<file path="src/rtl/fifo_push_arb_pkg.sv">
// Shared types and helpers for the FIFO push arbiter.
// Packet lock is built only with FIFO_PUSH_ARB_PKT_LOCK_EN.
package fifo_push_arb_pkg;

  typedef enum logic [1:0] {
    ST_ARB   = 2'd0,
    ST_LOCK  = 2'd1,
    ST_FLUSH = 2'd2
  } state_e;

  function automatic int idx_w(input int n);
    return (n < 2) ? 1 : $clog2(n);
  endfunction

endpackage

</file>
<file path="src/rtl/fifo_push_arb_rr_prio_select.sv">
// Round-robin priority select: first valid at or after the pointer.
// Pure combinational; wraps modulo N.
module rr_prio_select #(
  parameter int N  = 4,
  parameter int IW = 2
) (
  input  logic [N-1:0]  i_valid,
  input  logic [IW-1:0] i_ptr,
  output logic [N-1:0]  o_gnt_oh,
  output logic [IW-1:0] o_gnt_idx,
  output logic          o_any
);

  always_comb begin
    int j;
    logic [IW-1:0] w_j;
    o_gnt_oh  = '0;
    o_gnt_idx = '0;
    o_any     = 1'b0;
    for (int i = 0; i < N; i++) begin
      j   = (int'(i_ptr) + i) % N;
      w_j = IW'(j);
      if (!o_any && i_valid[w_j]) begin
        o_any       = 1'b1;
        o_gnt_oh[w_j] = 1'b1;
        o_gnt_idx   = w_j;
      end
    end
  end

endmodule

</file>
<file path="src/rtl/fifo_push_arb.sv">
// N-to-1 round-robin push arbiter in front of a FIFO, with flush.
// Define FIFO_PUSH_ARB_PKT_LOCK_EN to hold the grant across a packet.
module fifo_push_arb
  import fifo_push_arb_pkg::*;
#(
  parameter int NUM_IN     = 4,
  parameter int DATA_WIDTH = 32,
  localparam int IDX_W     = idx_w(NUM_IN)
) (
  input  logic                         clk_i,
  input  logic                         rst_i,
  input  logic [NUM_IN-1:0]            in_valid_i,
  output logic [NUM_IN-1:0]            in_ready_o,
  input  logic [NUM_IN*DATA_WIDTH-1:0] in_data_i,
  input  logic [NUM_IN-1:0]            in_last_i,
  input  logic                         fifo_full_i,
  output logic                         fifo_push_o,
  output logic [DATA_WIDTH-1:0]        fifo_data_o,
  output logic                         fifo_flush_o,
  input  logic                         flush_req_i,
  output logic                         flush_ack_o,
  output logic [IDX_W-1:0]             gnt_idx_o
);

  state_e            r_state;
  state_e            w_next;
  logic [IDX_W-1:0]  r_rr;
  logic [IDX_W-1:0]  r_gnt_idx;
  logic [IDX_W-1:0]  w_sel_idx;
  logic [IDX_W-1:0]  w_gidx;
  logic [IDX_W-1:0]  w_rr_nxt;
  logic [NUM_IN-1:0] w_sel_oh;
  logic [NUM_IN-1:0] w_goh;
  logic              w_any;
  logic              w_push;

`ifdef FIFO_PUSH_ARB_PKT_LOCK_EN
  logic [IDX_W-1:0]  r_lock_idx;
  logic              w_last;
`else
  logic              w_unused;
  assign w_unused = ^in_last_i;
`endif

  rr_prio_select #(
    .N  (NUM_IN),
    .IW (IDX_W)
  ) u_sel (
    .i_valid   (in_valid_i),
    .i_ptr     (r_rr),
    .o_gnt_oh  (w_sel_oh),
    .o_gnt_idx (w_sel_idx),
    .o_any     (w_any)
  );

  always_comb begin
    w_gidx = w_sel_idx;
    w_goh  = '0;
    case (r_state)
      ST_ARB: begin
        if (!flush_req_i && w_any) w_goh = w_sel_oh;
      end
`ifdef FIFO_PUSH_ARB_PKT_LOCK_EN
      ST_LOCK: begin
        w_gidx = r_lock_idx;
        w_goh  = {{(NUM_IN-1){1'b0}}, 1'b1} << r_lock_idx;
      end
`endif
      default: ;
    endcase
    if (rst_i) w_goh = '0;
  end

  assign in_ready_o  = w_goh & {NUM_IN{~fifo_full_i}};
  assign w_push      = |(in_ready_o & in_valid_i);
  assign fifo_push_o = w_push;

  always_comb begin
    fifo_data_o = '0;
    for (int i = 0; i < NUM_IN; i++) begin
      if (w_goh[i]) fifo_data_o = in_data_i[i*DATA_WIDTH +: DATA_WIDTH];
    end
  end

  assign w_rr_nxt = (w_gidx == IDX_W'(NUM_IN-1)) ? '0 : w_gidx + 1'b1;

`ifdef FIFO_PUSH_ARB_PKT_LOCK_EN
  assign w_last = in_last_i[w_gidx];
`endif

  always_comb begin
    w_next = r_state;
    case (r_state)
      ST_ARB: begin
        if (flush_req_i) w_next = ST_FLUSH;
`ifdef FIFO_PUSH_ARB_PKT_LOCK_EN
        else if (w_push && !w_last) w_next = ST_LOCK;
`endif
      end
`ifdef FIFO_PUSH_ARB_PKT_LOCK_EN
      ST_LOCK: begin
        if (w_push && w_last)
          w_next = flush_req_i ? ST_FLUSH : ST_ARB;
      end
`endif
      default: w_next = ST_ARB;
    endcase
  end

  assign fifo_flush_o = (r_state == ST_FLUSH) & ~rst_i;
  assign flush_ack_o  = fifo_flush_o;
  assign gnt_idx_o    = r_gnt_idx;

  always_ff @(posedge clk_i) begin
    if (rst_i) begin
      r_state   <= ST_ARB;
      r_rr      <= '0;
      r_gnt_idx <= '0;
`ifdef FIFO_PUSH_ARB_PKT_LOCK_EN
      r_lock_idx <= '0;
`endif
    end else begin
      r_state <= w_next;
      if (w_push) begin
        r_rr      <= w_rr_nxt;
        r_gnt_idx <= w_gidx;
`ifdef FIFO_PUSH_ARB_PKT_LOCK_EN
        r_lock_idx <= w_gidx;
`endif
      end
    end
  end

endmodule

</file>
<file path="config.mk">
export PLATFORM = sky130hd
export DESIGN_NAME = fifo_push_arb
export DESIGN_NICKNAME = d
export VERILOG_FILES = /design/src/rtl/fifo_push_arb_pkg.sv /design/src/rtl/fifo_push_arb_rr_prio_select.sv /design/src/rtl/fifo_push_arb.sv
export SDC_FILE = /design/constraint.sdc
export NUM_CORES = 1
export LEC_CHECK = 0
export CELL_PAD_IN_SITES_DETAIL_PLACEMENT = 0
export CELL_PAD_IN_SITES_GLOBAL_PLACEMENT = 1
export CORE_MARGIN = 2
export CORE_UTILIZATION = 20
export CTS_CLUSTER_SIZE = 10
export DETAILED_ROUTE_END_ITERATION = 8
export GPL_ROUTABILITY_DRIVEN = 0
export GPL_TIMING_DRIVEN = 0
export PLACE_DENSITY_LB_ADDON = 0.05
export REMOVE_ABC_BUFFERS = 1
export SYNTH_ARGS = -nofsm -noshare
export SYNTH_HDL_FRONTEND = slang
export SYNTH_SLANG_ARGS = --single-unit
</file>
<file path="constraint.sdc">
create_clock -name clk_i -period 4.6 [get_ports clk_i]
set_input_delay 0.92 -clock clk_i [delete_from_list [all_inputs] [get_ports clk_i]]
set_output_delay 0.92 -clock clk_i [all_outputs]
set_load 0.03 [all_outputs]
</file>
Word-level counts from Yosys, hierarchy flattened
Cells that the tools add are included.
Widths: inputs -> output; s select.
{ "totals": {"ff_bits": 5, "inputBits": 140, "output_inout_bits": 41} }
{ "classes": {"n_addsub": 4, "order_cmp": 8, "eq_ne": 1, "n_mux": 36, "bitwise_logic": 9, "n_reduce_logical": 15} }
{ "ops": {"columns": ["operator", "n"], "rows": [
  ["$mux 32", 4],
  ["$mux 4", 7],
  ["$lt 2x3->1 const B", 4],
  ["$mux 1", 12],
  ["$or 4x4->4", 3],
  ["$mux 2", 5],
  ["$and 4x4->4", 2],
  ["$bmux 1 s2", 4],
  ["$demux 1 s2", 4],
  ["$ge 2x1->1 const B", 4],
  ["$logic_and 1x1->1", 8],
  ["$add 2x1->2 const B", 2],
  ["$add 2x2->2 const B", 2],
  ["$logic_not 1->1", 4],
  ["$reduce_or 4->1", 1],
  ["$not 1->1", 3],
  ["$eq 2x2->1 const B", 1],
  ["$logic_not 2->1", 1],
  ["$reduce_or 2->1", 1],
  ["$and 1x1->1", 1]
]} }

Logic depth before layout (Yosys ltp)
{ "logic_depth": {"ltp_word": 20, "depth_mapped": 14} }

Cells and area by module
From an unflattened synthesis, not the netlist that was laid out.
{ "hier_totals": {"cells_unflattened": 298, "area_unflattened_um2": 1951.9} }
{ "by_module_without_submodules": {"columns": ["module", "instances", "cells_each", "area_each_um2", "seq_area_each_um2"], "rows": [
  ["fifo_push_arb", 1, 253, 1530.2, 100.1],
  ["rr_prio_select", 1, 45, 421.7, 0.0]
]} }

Least setup slack after synthesis
No wires, ideal clock.
{ "synth_timing": {"kind": "reg-to-output", "from": "register with a tool-made name", "to": "output fifo_data_o[0]", "t_arrival_ps": 3513, "required_time_ps": 3680, "setup_slack_ps": 167, "path_stages_with_launch": 12, "path_cell_list": "dfxtp_1 buf_6 clkbuf_1 inv_1 ha_1 buf_2 mux4_2 buf_6 o41ai_4 or2_2 o21ai_0 o21ai_0"} }
{ "synth_lines": {"columns": ["item", "line", "source"], "rows": [
  ["end, declared", "fifo_push_arb.sv:18", "output logic [DATA_WIDTH-1:0] fifo_data_o,"]
]} }

==> flow_summary.yaml <==
detailed_routing:
  firstDrtPassIters: 4
  drtIter0Drc: 152
  antenna_left: 0
  drt-total-wl_mm: 10.85
  via_per_inst: 4.923
  wl_per_cell_um: 18.93
  drc: 0
  vias: 2821
timing:
  period_minus_slack_ns: 4.334
  rsz0062_at_grt: "false"
  hold_viol: 0
  relSlewSlack: 0.5768
  drv_slew: 0
  min_period_over_period: 0.9423
  worstMarginPinSlew_ns: 0.6294
  skew_ns: 0.0009649
  setup_viol: 0
  fmax_ghz: 0.2307
die:
  die_w_um: 104.0
  core-area_mm2: 0.009729
  ioPinCount: 181
  die_area_mm2: 0.01083
  chipHeight_um: 104.0
  initial_core_util: 0.2058
  rows: 36
cells_and_area:
  seq_area_um2: 107.6
  drive_gt1_frac: 0.2551
  post-route-cell-area_mm2: 0.004124
  final_cells: 573
  multi_input_area_mm2: 0.001798
  fillers: 1025
  nets: 588
  area_delta_synth_final_pct: 106.0
run_status:
  status: "finished clean"
global_route:
  grt_max_degree: 34
  grt_pass1_wl_mm: 16.78
  grt.overflow.total: 0
  grt_usage: 0.1941
  antenna_found_initial: 1
  grt_pass1_vias: 2932
yosys:
  synthTopCellsByArea: "a221oi_2, o21ai_0, nand2_1, o21ai_1, buf_6"
  synth_edf_count: 0
  synth_area_leader_cell: "a221oi_2"
  syn_area_mm2: 0.002002
  synth_common_cells: "nand2_1, o21ai_0, a221oi_2"
  syn_inst: 263
  ys_warn_count: 0
  async_flop_share: 0
  synth_seq_cells: 5
  yosysMostFrequentCell: "nand2_1"
  synth_cell_types: 40
  synth_top_area_frac: 0.2325
  seq_area_frac_synth: 0.05000
  synthFlopType: "dfxtp_1"
  syn_avg_cell_area_um2: 7.612
clocking:
  clock_latency_ns: 0.22
  path_clk_slew_ns: 0.04
  htree_levels: 1
  cts_hold_buf: 0
  clk_path_buf_depth: 2
  ctsRootBufferMaster: "clkbuf_8"
  cts_buffers: 3
  cts_sinks: 5
  cts_tree: "done"
worst_hold_path:
  hold_path.class: "flip-flop to flip-flop"
pwr:
  netSwitchingFraction: 0.4395
  power.share.clock: 0.130
  pwr-share-comb: 0.790
  p_int_mw: 0.3585
  switching_power_mw: 0.2811
  seqPwrFrac: 0.080
  p_leak_nw: 1.460
  powerDensity_mw_per_mm2: 155.1
  peakVddDrop_v: 0.0001370
critical_path:
  critPathMaxFanout: 22
  cp-start-kind: "flip-flop"
  crit_arrival_ns: 3.41
  cp.required_ns: 3.68
  crit_type: "flip-flop to output pin"
  endpoint_kind: "output pin"
placed_design:
  dp_hpwl_mm: 7.444
  numPortBuffers: 176
  dp.cells: 544
  dpl-instance-area_mm2: 0.003774
flow_run:
  max_cap_viol_count: 0
[per-stage QoR]
stage               power, mW  setup WS [ns]  hold WS [ns]  TNS, ns    util
finish                 0.6396         0.2655        0.4405        0  0.4239
global placement       0.5268         -2.271        0.4270   -71.59  0.3812
CTS                    0.6433      0.0004827        0.4459        0  0.4250
detailed placement     0.5311         -1.431        0.4400   -45.15  0.3879
floorplan              0.2853        -0.8061        0.4105   -16.04       -
global route           0.6818       0.008669        0.4792        0  0.4239
[worst paths after layout]
path | from | to | slack [ns] | depth (start not counted)
worst max-delay path | flip-flop | fifo_data_o[1] | 0.27 | 13
worst min-delay path | r_state[1] | r_state[1] | 0.44 | 1
worst max register to register | flip-flop | flip-flop | 1.66 | 9
worst min register to register | r_state[1] | r_state[1] | 0.44 | 1
[critical path, cell delays in order, from the launching register on]
cell             delay, ns
dfxtp_4               0.49
inv_1                 0.22
ha_4                  0.41
mux4_2                0.35
buf_4                 0.18
nand3b_1              0.16
a21oi_2               0.18
a21oi_2               0.08
nor3b_4               0.21
buf_4                 0.19
buf_8                 0.17
a221oi_2              0.07
o21ai_1               0.16
clkdlybuf4s15_2       0.32
[final cells by class]
cell class / instances / share of cell area
repair buffers: 198 / 0.4806
clock buffers: 4 / 0.01092
inverters: 6 / 0.005461
diodes: 1 / 0.0006068
multi-input cells: 226 / 0.4360
well taps: 133 / 0.04035
flip-flops and latches: 5 / 0.02609
[cells in the final DEF, fill, tap and decap left out, drive strengths merged, types with 2 or more instances in the layout]
master,netlist,layout
a221oi,34,34
nor2,13,15
o21ai,67,67
mux4,4,6
dfxtp,5,5
clkdlybuf4s50,0,137
nand2,41,41
clkdlybuf4s15,0,22
a22o,2,2
inv,6,6
clkbuf,5,9
o211ai,2,2
buf,26,26
nand2b,4,4
nor3b,2,2
or2,2,3
o22ai,3,3
a21oi,11,11
nor3,3,3
mux2i,7,7
dlygate4sd2,0,6
nand3b,3,3
a22oi,3,3
ha,8,8
nor2b,3,3
[power by group through the flow]
stage	registers, mW	clock network [mW]	logic [mW]
after floorplan	0.0511	0	0.234
after global placement	0.0514	0	0.475
after detailed placement	0.0516	0	0.479
after CTS	0.0509	0.0866	0.506
after global routing	0.0519	0.0893	0.541
final	0.0509	0.0834	0.505
[kinds of logic (layout without fill, tap and decap cells)]
group                    after synthesis  count (layout)  synth area share
flip-flops                             5               5           0.05000
buffers and inverters                 37             208            0.1219
XOR/XNOR                               1               1          0.004376
other                                  0               1                 0
AND/OR/NAND/NOR                       72              75            0.1681
multiplexers                          11              13           0.08000
adder cells (fa/ha/maj)                8               8           0.05000
AO/OA/AOI/OAI                        129             129            0.5256
[timing repair]
| action | in CTS | in global routing |
|---|---|---|
| setup endpoints to repair | 37 | 33 |
| pin swaps | 7 | 1 |
| endpoints found under the hold margin | 0 | 0 |
| gates cloned | 5 | 0 |
| buffers inserted | 18 | 1 |
| resized for setup | 106 | 25 |
[metal layers]
metal	vias to the layer above	wire length, µm	part of all wire	track usage
li1	1366	-	-	-
met1	1300	4478	0.41	0.2357
met5	-	0	0	0
met4	0	307	0.028	0.05792
met2	137	5276	0.49	0.3416
met3	18	783	0.072	0.04261
Note: power is estimated with default switching activity, not from simulation.
